==> config.mk <==
export PLATFORM = sky130hd
export DESIGN_NAME = axon_scheduler
export DESIGN_NICKNAME = d
export VERILOG_FILES = /design/src/rtl/axon_scheduler.sv
export SDC_FILE = /design/constraint.sdc
export NUM_CORES = 1
export LEC_CHECK = 0
export ABC_CLOCK_PERIOD_IN_PS = 3930
export CAP_MARGIN = 10
export CELL_PAD_IN_SITES_DETAIL_PLACEMENT = 1
export CELL_PAD_IN_SITES_GLOBAL_PLACEMENT = 2
export CORE_ASPECT_RATIO = 2
export CORE_UTILIZATION = 37
export CTS_CLUSTER_DIAMETER = 50
export CTS_CLUSTER_SIZE = 25
export DETAILED_ROUTE_END_ITERATION = 10
export PLACE_DENSITY_LB_ADDON = 0.1
export SLEW_MARGIN = 30
export SYNTH_ARGS = -nofsm -noshare
export SYNTH_HDL_FRONTEND = slang
export SYNTH_SLANG_ARGS = --single-unit
==> constraint.sdc <==
create_clock -name wb_clk_i -period 3.93 [get_ports wb_clk_i]
set_clock_uncertainty 0.05 [all_clocks]
set_input_delay 1.179 -clock wb_clk_i [delete_from_list [all_inputs] [get_ports wb_clk_i]]
set_output_delay 1.179 -clock wb_clk_i [all_outputs]
set_load 0.02 [all_outputs]
==> src/rtl/axon_scheduler.sv <==
// Spike-event scheduler: queues axon events, fetches one synapse word per event and presents it to the neuron array.
// Optional build macro SCHED_SKIP_ZERO_EN drops all-zero connection words instead of presenting them.
module axon_scheduler #(
    parameter int FIFO_DEPTH  = 8,
    parameter int ACK_TIMEOUT = 15
) (
    input  logic        wb_clk_i,
    input  logic        wb_rst_ni,
    input  logic        spk_valid_i,
    input  logic [7:0]  spk_axon_i,
    output logic        spk_ready_o,
    output logic        mem_req_o,
    output logic [7:0]  mem_addr_o,
    input  logic        mem_ack_i,
    input  logic [31:0] mem_data_i,
    output logic        conn_valid_o,
    output logic [7:0]  conn_axon_o,
    output logic [31:0] conn_data_o,
    input  logic        conn_ready_i,
    input  logic        clear_i,
    output logic        busy_o,
    output logic        timeout_o
);
    localparam int AXON_W = 8;
    localparam int PTR_W  = $clog2(FIFO_DEPTH);
    localparam int CNT_W  = PTR_W + 1;
    localparam logic [CNT_W-1:0] DEPTH_C   = CNT_W'(FIFO_DEPTH);
    localparam logic [7:0]       WAIT_LAST = 8'(ACK_TIMEOUT - 1);

    typedef enum logic [1:0] {IDLE, REQ, OUT} state_t;

    state_t             state_q, state_d;
    logic [AXON_W-1:0]  fifo_mem [FIFO_DEPTH];
    logic [PTR_W-1:0]   wr_ptr_q, rd_ptr_q;
    logic [CNT_W-1:0]   count_q, count_d;
    logic [7:0]         wait_q, wait_d;
    logic               push, pop, capture, expire;

    always_comb begin
        push    = spk_valid_i && spk_ready_o && !clear_i;
        pop     = 1'b0;
        capture = 1'b0;
        expire  = 1'b0;
        state_d = state_q;
        wait_d  = wait_q;
        case (state_q)
            IDLE: begin
                if (count_q != '0) begin
                    pop     = 1'b1;
                    wait_d  = 8'd0;
                    state_d = REQ;
                end
            end
            REQ: begin
                // An ack on the final allowed cycle takes priority over the timeout.
                if (mem_ack_i) begin
                    capture = 1'b1;
`ifdef SCHED_SKIP_ZERO_EN
                    state_d = (mem_data_i == 32'h0) ? IDLE : OUT;
`else
                    state_d = OUT;
`endif
                end else if (wait_q == WAIT_LAST) begin
                    expire  = 1'b1;
                    state_d = IDLE;
                end else begin
                    wait_d = wait_q + 8'd1;
                end
            end
            OUT: begin
                if (conn_ready_i) begin
                    state_d = IDLE;
                end
            end
            default: state_d = IDLE;
        endcase
        if (clear_i) begin
            pop     = 1'b0;
            capture = 1'b0;
            expire  = 1'b0;
            wait_d  = 8'd0;
            state_d = IDLE;
        end
        count_d = clear_i ? '0 : (count_q + CNT_W'(push) - CNT_W'(pop));
    end

    always_ff @(posedge wb_clk_i) begin
        if (push) begin
            fifo_mem[wr_ptr_q] <= spk_axon_i;
        end
    end

    // Outputs are registered from next-state values, so ready/busy track the post-edge occupancy.
    always_ff @(posedge wb_clk_i or negedge wb_rst_ni) begin
        if (!wb_rst_ni) begin
            state_q      <= IDLE;
            wr_ptr_q     <= '0;
            rd_ptr_q     <= '0;
            count_q      <= '0;
            wait_q       <= 8'd0;
            spk_ready_o  <= 1'b0;
            busy_o       <= 1'b0;
            mem_req_o    <= 1'b0;
            mem_addr_o   <= '0;
            conn_valid_o <= 1'b0;
            conn_axon_o  <= '0;
            conn_data_o  <= '0;
            timeout_o    <= 1'b0;
        end else begin
            state_q      <= state_d;
            count_q      <= count_d;
            wait_q       <= wait_d;
            spk_ready_o  <= (count_d < DEPTH_C);
            busy_o       <= (count_d != '0) || (state_d != IDLE);
            mem_req_o    <= (state_d == REQ);
            conn_valid_o <= (state_d == OUT);
            if (clear_i) begin
                wr_ptr_q <= '0;
                rd_ptr_q <= '0;
            end else begin
                if (push) wr_ptr_q <= wr_ptr_q + PTR_W'(1);
                if (pop)  rd_ptr_q <= rd_ptr_q + PTR_W'(1);
            end
            if (pop) begin
                mem_addr_o  <= fifo_mem[rd_ptr_q];
                conn_axon_o <= fifo_mem[rd_ptr_q];
            end
            if (capture) begin
                conn_data_o <= mem_data_i;
            end
            if (clear_i) begin
                timeout_o <= 1'b0;
            end else if (expire) begin
                timeout_o <= 1'b1;
            end
        end
    end
endmodule

## After elaboration in Yosys (flattened, before gate mapping)

Memories as Yosys holds them, arrays and structs flattened. A register that Yosys moved wholly into a read port is not among the register bits.
Cells that the tools add are included.

| word-level totals | value |
|---|---|
| register bits after elaboration | 57 |
| RAM bits | 64 |
| input bits | 46 |
| output and inout port bits | 53 |
| word-level logic and storage cells | 70 |
| memories | 1 |

| operators by class | value |
|---|---|
| add/subtract/negate cells | 5 |
| order comparisons | 1 |
| equal/unequal tests | 8 |
| mux-type cells | 30 |
| reduce and logical (&&, ||, !) cells | 14 |

Memory list:

| memory | words | width | read ports | clocked after Yosys merged registers in | write ports | line | text |
|---|---|---|---|---|---|---|---|
| fifo_mem | 8 | 8 | 1 | 1 | 1 | 33 | `logic [AXON_W-1:0] fifo_mem [FIFO_DEPTH];` |

Operator list:

| operator | number |
|---|---|
| 8-bit two-way mux | 4 |
| 8-bit case mux with 2 select lines | 1 |
| 1-bit two-way mux | 14 |
| 3-bit two-way mux | 4 |
| 2-bit two-way mux | 5 |
| 3-bit inequality test (second input constant) | 3 |
| 8-bit by 1-bit adder with 8-bit output (second input constant) | 1 |
| 8-bit by 4-bit equality test with 1-bit output (second input constant) | 1 |
| 2-bit nonzero test | 4 |
| 4-bit nonzero test | 2 |
| 3-bit by 1-bit adder with 3-bit output (second input constant) | 2 |
| 2-bit case mux with 3 select lines | 1 |
| 4-bit by 1-bit adder with 4-bit output | 1 |
| 2-bit by 1-bit equality test with 1-bit output (second input constant) | 2 |
| 2-bit equality test (second input constant) | 2 |
| 4-bit < comparator (second input constant) | 1 |
| 4-bit two-way mux | 1 |
| 4-bit AND reduction | 1 |
| 4-bit by 1-bit subtractor with 4-bit output | 1 |
| 3-bit nonzero test | 1 |
| 1-bit logical AND | 2 |
| 1-bit zero test | 2 |
| 2-bit zero test | 1 |
| 1-bit logical OR | 1 |

## Depth between registers and ports, before layout

Gate-level depths: netlist of run 1.

| depth | value |
|---|---|
| word-level depth | 8 |
| gate-level depth with buffers | 14 |
| mapped depth without buffers | 12 |

## Least setup slack after synthesis of run 1

Ideal clock, no wire load.

| timing path | value |
|---|---|
| path type | input to register |
| from | input clear_i |
| to | register busy_o |
| library setup time | 0.131 ns |
| data arrival time | 3.525 ns |
| setup slack | 0.224 ns |
| cell stages on the path | 12 |
| buffers on the path | 2 |
| path through | buf_2 buf_1 nor2_1 inv_1 ha_1 inv_1 ha_1 fa_1 xnor2_1 nor2_1 or4_1 or3_1 |

| between the ends | value |
|---|---|
| word-level cells in the longest chain between the ends | 7 |
| elaborated cells on any way between the ends | 10 |

Ends and longest elaborated chain:

| element | line | text |
|---|---|---|
| start: declaration | 20 | `input logic clear_i,` |
| 1-bit zero test | 40 | `push = spk_valid_i && spk_ready_o && !clear_i;` |
| 1-bit logical AND | 40 |  |
| 4-bit by 1-bit adder with 4-bit output | 84 | `count_d = clear_i ? '0 : (count_q + CNT_W'(push) - CNT_W'(pop));` |
| 4-bit by 1-bit subtractor with 4-bit output | 84 |  |
| 4-bit two-way mux (*) | 84 |  |
| via count_d[2] | 35 | `logic [CNT_W-1:0] count_q, count_d;` |
| 4-bit nonzero test (*) | 114 | `busy_o <= (count_d != '0) \|\| (state_d != IDLE);` |
| 1-bit logical OR (*) | 114 |  |
| end signal: assignment | 114 |  |
| end: declaration | 21 | `output logic busy_o,` |

Mark *: on every way through the listed nets, which the timed path passes. The rest lies on a longest branch.
A chain may end at the register's enable or synchronous reset.

## Worst setup path after layout of run 1

| timing path | value |
|---|---|
| from | input spk_valid_i |
| to | register busy_o |

| between the ends | value |
|---|---|
| word-level cells in the longest chain between the ends | 7 |

Ends and longest elaborated chain:

| element | line | text |
|---|---|---|
| start: declaration | 9 | `input logic spk_valid_i,` |
| 1-bit logical AND (2 in a row) | 40 |  |
| 4-bit by 1-bit adder with 4-bit output | 84 |  |
| 4-bit by 1-bit subtractor with 4-bit output | 84 |  |
| 4-bit two-way mux | 84 |  |
| via count_d[2] | 35 |  |
| 4-bit nonzero test | 114 |  |
| 1-bit logical OR | 114 |  |

The timed path passes the listed nets, and every way through them passes these cells.

==> flow_summary.yaml, run 1 <==
layout:
  layout-drive-gt1-share_pct: 17.2
  n_antenna_cell: 0
  areaGrowthSynthToFinish_pct: 34.9
  postLayoutCoreUtil_pct: 51.4
  instances_no_fill: 655
  layout.nets: 509
clocking:
  holdBufCountCts: 0
  cts_resized: 0
  clock-sinks: 129
  cts_buffers: 17
  htree_levels: 4
  cts_tree: "built"
  ctsRootBufferMaster: "clkbuf_16"
  worstSkewPairLatency_ns: 0.42
  clkTransAtPathRegs_ns: 0.06
  clockBufferDepth: 2
  post_cts_buffers: 0
worst_setup_path:
  cp_data_arrival_time_ns: 3.82
  worst_setup_path_start_kind: "input port"
  critPathLaunch: "spk_valid_i"
  path_class: "in -> reg"
  cp_data_required_time_ns: 4.18
  r2r_slack_ns: 0.65
  timing.rr.start: "count_q[2]"
  crit_fanout: 2
  worstSetupEndpointType: "flop"
  reg2reg_depth: 12
synth:
  async_reset_ff_share_pct: 50.4
  synthTopCellsByCount: "dfrtp_1, edfxtp_1, mux2_1"
  yosysMostFrequentCell: "dfrtp_1"
  syn_area_um2: 5320
  synth_ff_type: "dfrtp_1"
  synth.area.mux_share_pct: 15.7
  synthCells: 336
  synth_edf_count: 64
  synth_top_area_share_pct: 36.1
  ys_seq_area_share_pct: 66.7
  synth_simple_gate_area_share_pct: 7.17
  ys_types: 43
  synth_xor_area_share_pct: 1.15
  synthTopCellsByArea: "edfxtp_1, dfrtp_1, mux4_2, mux2_1, ha_1"
  synth-compound-area-share_pct: 3.69
  synth_seq_cells: 129
  yosysTopAreaCell: "edfxtp_1"
  synth_fa_ha_area_share_pct: 2.49
  synth_top_family_by_area: "multiplexers"
  synth_nets: 392
  yosysWarnings: 0
  syn_area_per_cell_um2: 15.8
timing:
  hold_viol_final: 0
  setup_viol: 0
  period_needed_ns: 3.57
  maxSlewHeadroom_pct: 43.4
  holdWs_ns: 0.431
  tightest_slew_ns: 0.850
  slew_violations: 0
  fin_crit_sh_pct: 90.9
  rsz0062_at_grt: "no"
  fmax_ghz: 0.280
  setup_tns_ns: 0
global_route:
  overflow: 0
  grt_pass1_wl_um: 19700
  track_usage_pct: 18.6
  grt_pass1_vias: 3555
  grt_max_degree: 38
  antenna_found_initial: 0
floorplanning:
  rows: 61
  die_w_um: 86.8
  io_pins: 99
  core_um2: 14000
  chipHeight_um: 172
  start_util_pct: 38.1
  die_area_um2: 14900
place:
  place_congestion: 0.762
  dp.cells: 623
  port_buffers: 98
  dp_hpwl_um: 9110
route:
  drtIter0Drc: 80
  via_per_inst: 4.93
  wl_per_cell_um: 19.1
  dr.pass1.iters: 4
  drc: 0
  postRouteAntennaNets: 0
  wirelength_um: 12500
  vias: 3229
pwr:
  pwr-share-comb_pct: 33.3
  ir_drop_mv: 0.520
  switching_share_pct: 32.6
  total_power_mw: 5.29
  power_frac_clock_pct: 30.2
  p_seq_share_pct: 36.5
  p_int_mw: 3.56
  powerDensity_nw_per_um2: 737
  power.switching_mw: 1.72
  leakage_nw: 2.74
min_path:
  min_from: "conn_data_o[28]"
  min_path_cells: 1
  holdCritPathClass: "reg -> reg"
run:
  drv_cap: 0
status:
  status: "complete, no violations"
## layer usage
| layer | track usage, % | routed length, um | part of all wire [%] |
|---|---|---|---|
| met2 | 36.2 | 7520 | 60 |
| met5 | 0 | 0 | 0 |
| met3 | 4.32 | 486 | 3.9 |
| met1 | 18.0 | 4240 | 34 |
| met4 | 7.90 | 236 | 1.9 |
## placed cells by master, fill, tap and decap left out, types with 2 or more instances in the layout
cell type	netlist	final
nor2b_1	3	3
inv_6	0	4
o31ai_1	3	3
clkbuf_16	0	17
bufinv_16	0	2
or3_1	2	2
clkdlybuf4s50_1	0	97
nand4b_1	2	2
mux2_1	29	29
edfxtp_1	64	64
clkinvlp_4	0	3
xor2_1	4	4
nand2b_1	6	6
clkinv_4	0	2
mux2_2	5	5
nand2_1	7	7
buf_4	9	20
nor3_1	3	3
inv_1	10	10
a21oi_1	17	17
or4_1	4	4
a21o_1	4	4
xnor2_1	3	3
mux4_2	16	16
mux2i_1	9	9
dfrtp_1	65	64
nor2_1	28	28
ha_1	9	9
inv_8	0	3
nand3_1	6	6
## power groups by stage
stage	logic, mW	registers [mW]	clock network (mW)
final	1.76	1.93	1.60
after global routing	1.90	1.98	1.69
after CTS	1.79	1.94	1.63
after detailed placement	1.79	1.97	0
after global placement	1.76	1.95	0
after floorplan	0.813	2.14	0
## sequential cells by signal, indices dropped and copies added (netlist names)
register      cells
wr_ptr_q          3
fifo_mem         64
busy_o            1
rd_ptr_q          3
spk_ready_o       1
timeout_o         1
conn_valid_o      1
count_q           4
conn_axon_o       8
mem_req_o         1
conn_data_o      32
wait_q            8
state_q           2
## cell families (layout without fill, tap and decap cells)
kind of cell	Yosys count	after routing
adders and majority gates	10	10
muxes	59	59
DFF	129	129
xor gates and xnor gates	7	7
buffers and inverters	31	161
AOI/OAI and AO/OA	29	29
and+or+nand+nor	71	71
## metrics by stage
stage	worst slack, ns	cell area [um^2]
after floorplan	0.224	5320
after global placement	-0.0488	6570
after detailed placement	-0.0784	6580
after CTS	0.347	7170
after global routing	0.189	7170
final	0.359	7170
## layout make-up
class / count / area [um^2]
Timing Repair Buffer: 119 / 1150
Inverter: 10 / 37.5
Clock buffer: 17 / 425
Fill cell: 1374 / 6790
Tap cell: 189 / 236
Clock inverter: 15 / 174
Multi-Input combinational cell: 176 / 1610
Sequential cell: 129 / 3550
## path summary, 6_finish.rpt
kind	to
hold reg to reg	conn_data_o[28]
setup / recovery	busy_o
max in group asynchronous	conn_data_o[14]
setup reg to reg	busy_o
min in group asynchronous	conn_data_o[25]
hold / removal	conn_data_o[28]
## critical path, stage by stage
cell,delay [ns]
clkdlybuf4s50_1,0.48
nand2_1,0.07
nor2_1,0.13
inv_1,0.06
ha_1,0.26
inv_1,0.04
ha_1,0.19
fa_1,0.38
xnor2_1,0.16
nor2_1,0.07
or4_1,0.48
or3_1,0.32
Note: power is estimated with default switching activity, not from simulation.
==> run 2, diff against run 1 <==
CORE_MARGIN = 2   (was unset)
SLEW_MARGIN = 20   (was 30)
==> flow_summary.yaml, run 2 (synthesis gave the netlist of run 1 again) <==
clocking:
  clock-sinks: 129
  clkTransAtPathRegs_ns: 0.06
  ctsRootBufferMaster: "clkbuf_16"
  post_cts_buffers: 0
  cts_tree: "built"
  clockBufferDepth: 2
  cts_resized: 0
  worstSkewPairLatency_ns: 0.41
  holdBufCountCts: 0
  cts_buffers: 17
  htree_levels: 4
worst_setup_path:
  reg2reg_to: "busy_o"
  r2r_slack_ns: 0.59
  crit_fanout: 6
  critPathLaunch: "clear_i"
  crit_path_end: "busy_o"
  path_class: "in -> reg"
  worstSetupEndpointType: "flop"
  worst_setup_path_start_kind: "input port"
  reg2reg_depth: 12
  cp_data_required_time_ns: 4.17
  cp_data_arrival_time_ns: 3.90
  timing.rr.start: "count_q[2]"
layout:
  largest_register_ffs: 64
  layout-drive-gt1-share_pct: 16.4
  seqCellArea_um2: 3550
  n_fill_cell: 1393
  multi_input_area_um2: 1610
  n_antenna_cell: 0
  layout_commonest_cell: "clkdlybuf4s50_1"
  mostFrequentLayoutCells: "clkdlybuf4s50_1, dfrtp_1, edfxtp_1"
  areaGrowthSynthToFinish_pct: 34.6
  layout.nets: 507
  instances_no_fill: 656
  top_regs: "fifo_mem: 64 flops, conn_data_o: 32 flops"
  largest_register: "fifo_mem"
  postLayoutCoreUtil_pct: 50.4
global_route:
  antenna_found_initial: 0
  track_usage_pct: 16.1
  grt_max_degree: 26
  grt_pass1_wl_um: 18600
  overflow: 0
  grt_pass1_vias: 3519
timing:
  rsz0062_at_grt: "no"
  tightest_slew_ns: 0.861
  slew_violations: 0
  fmax_ghz: 0.273
  fin_crit_sh_pct: 93.2
  holdWs_ns: 0.432
  setup_viol: 0
  period_needed_ns: 3.66
  maxSlewHeadroom_pct: 42.6
  hold_viol_final: 0
pwr:
  switching_share_pct: 31.4
  p_int_mw: 3.61
  total_power_mw: 5.27
  ir_drop_mv: 0.338
  power.switching_mw: 1.65
  power_frac_clock_pct: 30.3
  p_seq_share_pct: 36.4
  powerDensity_nw_per_um2: 736
  pwr-share-comb_pct: 33.3
  leakage_nw: 2.73
min_path:
  holdCritPathClass: "reg -> reg"
place:
  port_buffers: 98
  place_congestion: 0.803
  dp_hpwl_um: 8150
  dp.cells: 624
route:
  vias: 3165
  via_per_inst: 4.82
  wl_per_cell_um: 17.3
  drc: 0
  dr.pass1.iters: 4
  postRouteAntennaNets: 0
  wirelength_um: 11400
  drtIter0Drc: 143
run:
  drv_cap: 0
floorplanning:
  die_area_um2: 15400
  die_w_um: 88.8
  start_util_pct: 37.5
  chipHeight_um: 174
  rows: 62
  io_pins: 99
  core_um2: 14200
status:
  status: "complete, no violations"
-- run 2: cell count changes in the layout (fill, tap and decap cells not counted), sizes merged --
| cell | before | now |
|---|---|---|
| clkinv | 3 | 6 |
| inv | 17 | 14 |
| buf | 22 | 20 |
| clkinvlp | 3 | 1 |
| bufinv | 2 | 3 |
| clkbuf | 17 | 18 |
-- run 2: final cells by class --
type                    instances  share of cell area, %
flip-flops and latches        129                   49.6
multi-input cells             176                   22.4
repair buffers                117                   15.6
clock buffers                  18                   5.99
well taps                     192                   3.36
clock inverters                14                   2.52
inverters                      10                  0.524
-- run 2: routing by layer --
| layer | GRT usage, % | up-vias | routed length, um |
|---|---|---|---|
| met1 | 20.1 | 1604 | 4650 |
| met3 | 4.00 | 12 | 535 |
| met2 | 26.6 | 79 | 6020 |
| met5 | 0 | - | 0 |
| met4 | 5.68 | 0 | 167 |
| li1 | - | 1470 | - |
-- run 2: power by group through the flow --
stage / registers [mW] / logic (mW) / clock network, mW
3_3_place_gp: 1.93 / 1.74 / 0
6_report: 1.92 / 1.76 / 1.60
4_1_cts: 1.93 / 1.79 / 1.64
2_1_floorplan: 2.14 / 0.813 / 0
3_5_place_dp: 1.95 / 1.79 / 0
5_1_grt: 1.97 / 1.90 / 1.70
-- run 2: per-stage QoR --
stage	area, um^2	setup slack (ns)	TNS [ns]
floorplan	5320	0.224	0
global placement	6550	-0.0886	-0.0886
detailed placement	6550	-0.179	-0.179
CTS	7160	0.262	0
global route	7160	0.128	0
finish	7160	0.267	0
-- run 2: worst min path at each step --
stage,slack (ns),endpoint,cells after the start,startpoint
global route,0.46,conn_data_o[18],1,conn_data_o[18]
detailed placement,0.43,conn_data_o[10],1,conn_data_o[10]
global placement,0.42,conn_data_o[10],1,conn_data_o[10]
CTS,0.44,conn_data_o[10],1,conn_data_o[10]
finish,0.43,conn_data_o[11],1,conn_data_o[11]
floorplan,0.46,wait_q[1],1,wait_q[1]
-- run 2: worst max-delay path, cell delays in order --
cell and delay (ns):
clkdlybuf4s50_1 0.56, and3b_1 0.22, ha_1 0.27, inv_1 0.04, ha_1 0.20, fa_1 0.39
xnor2_1 0.16, nor2_1 0.07, or4_1 0.49, or3_1 0.31
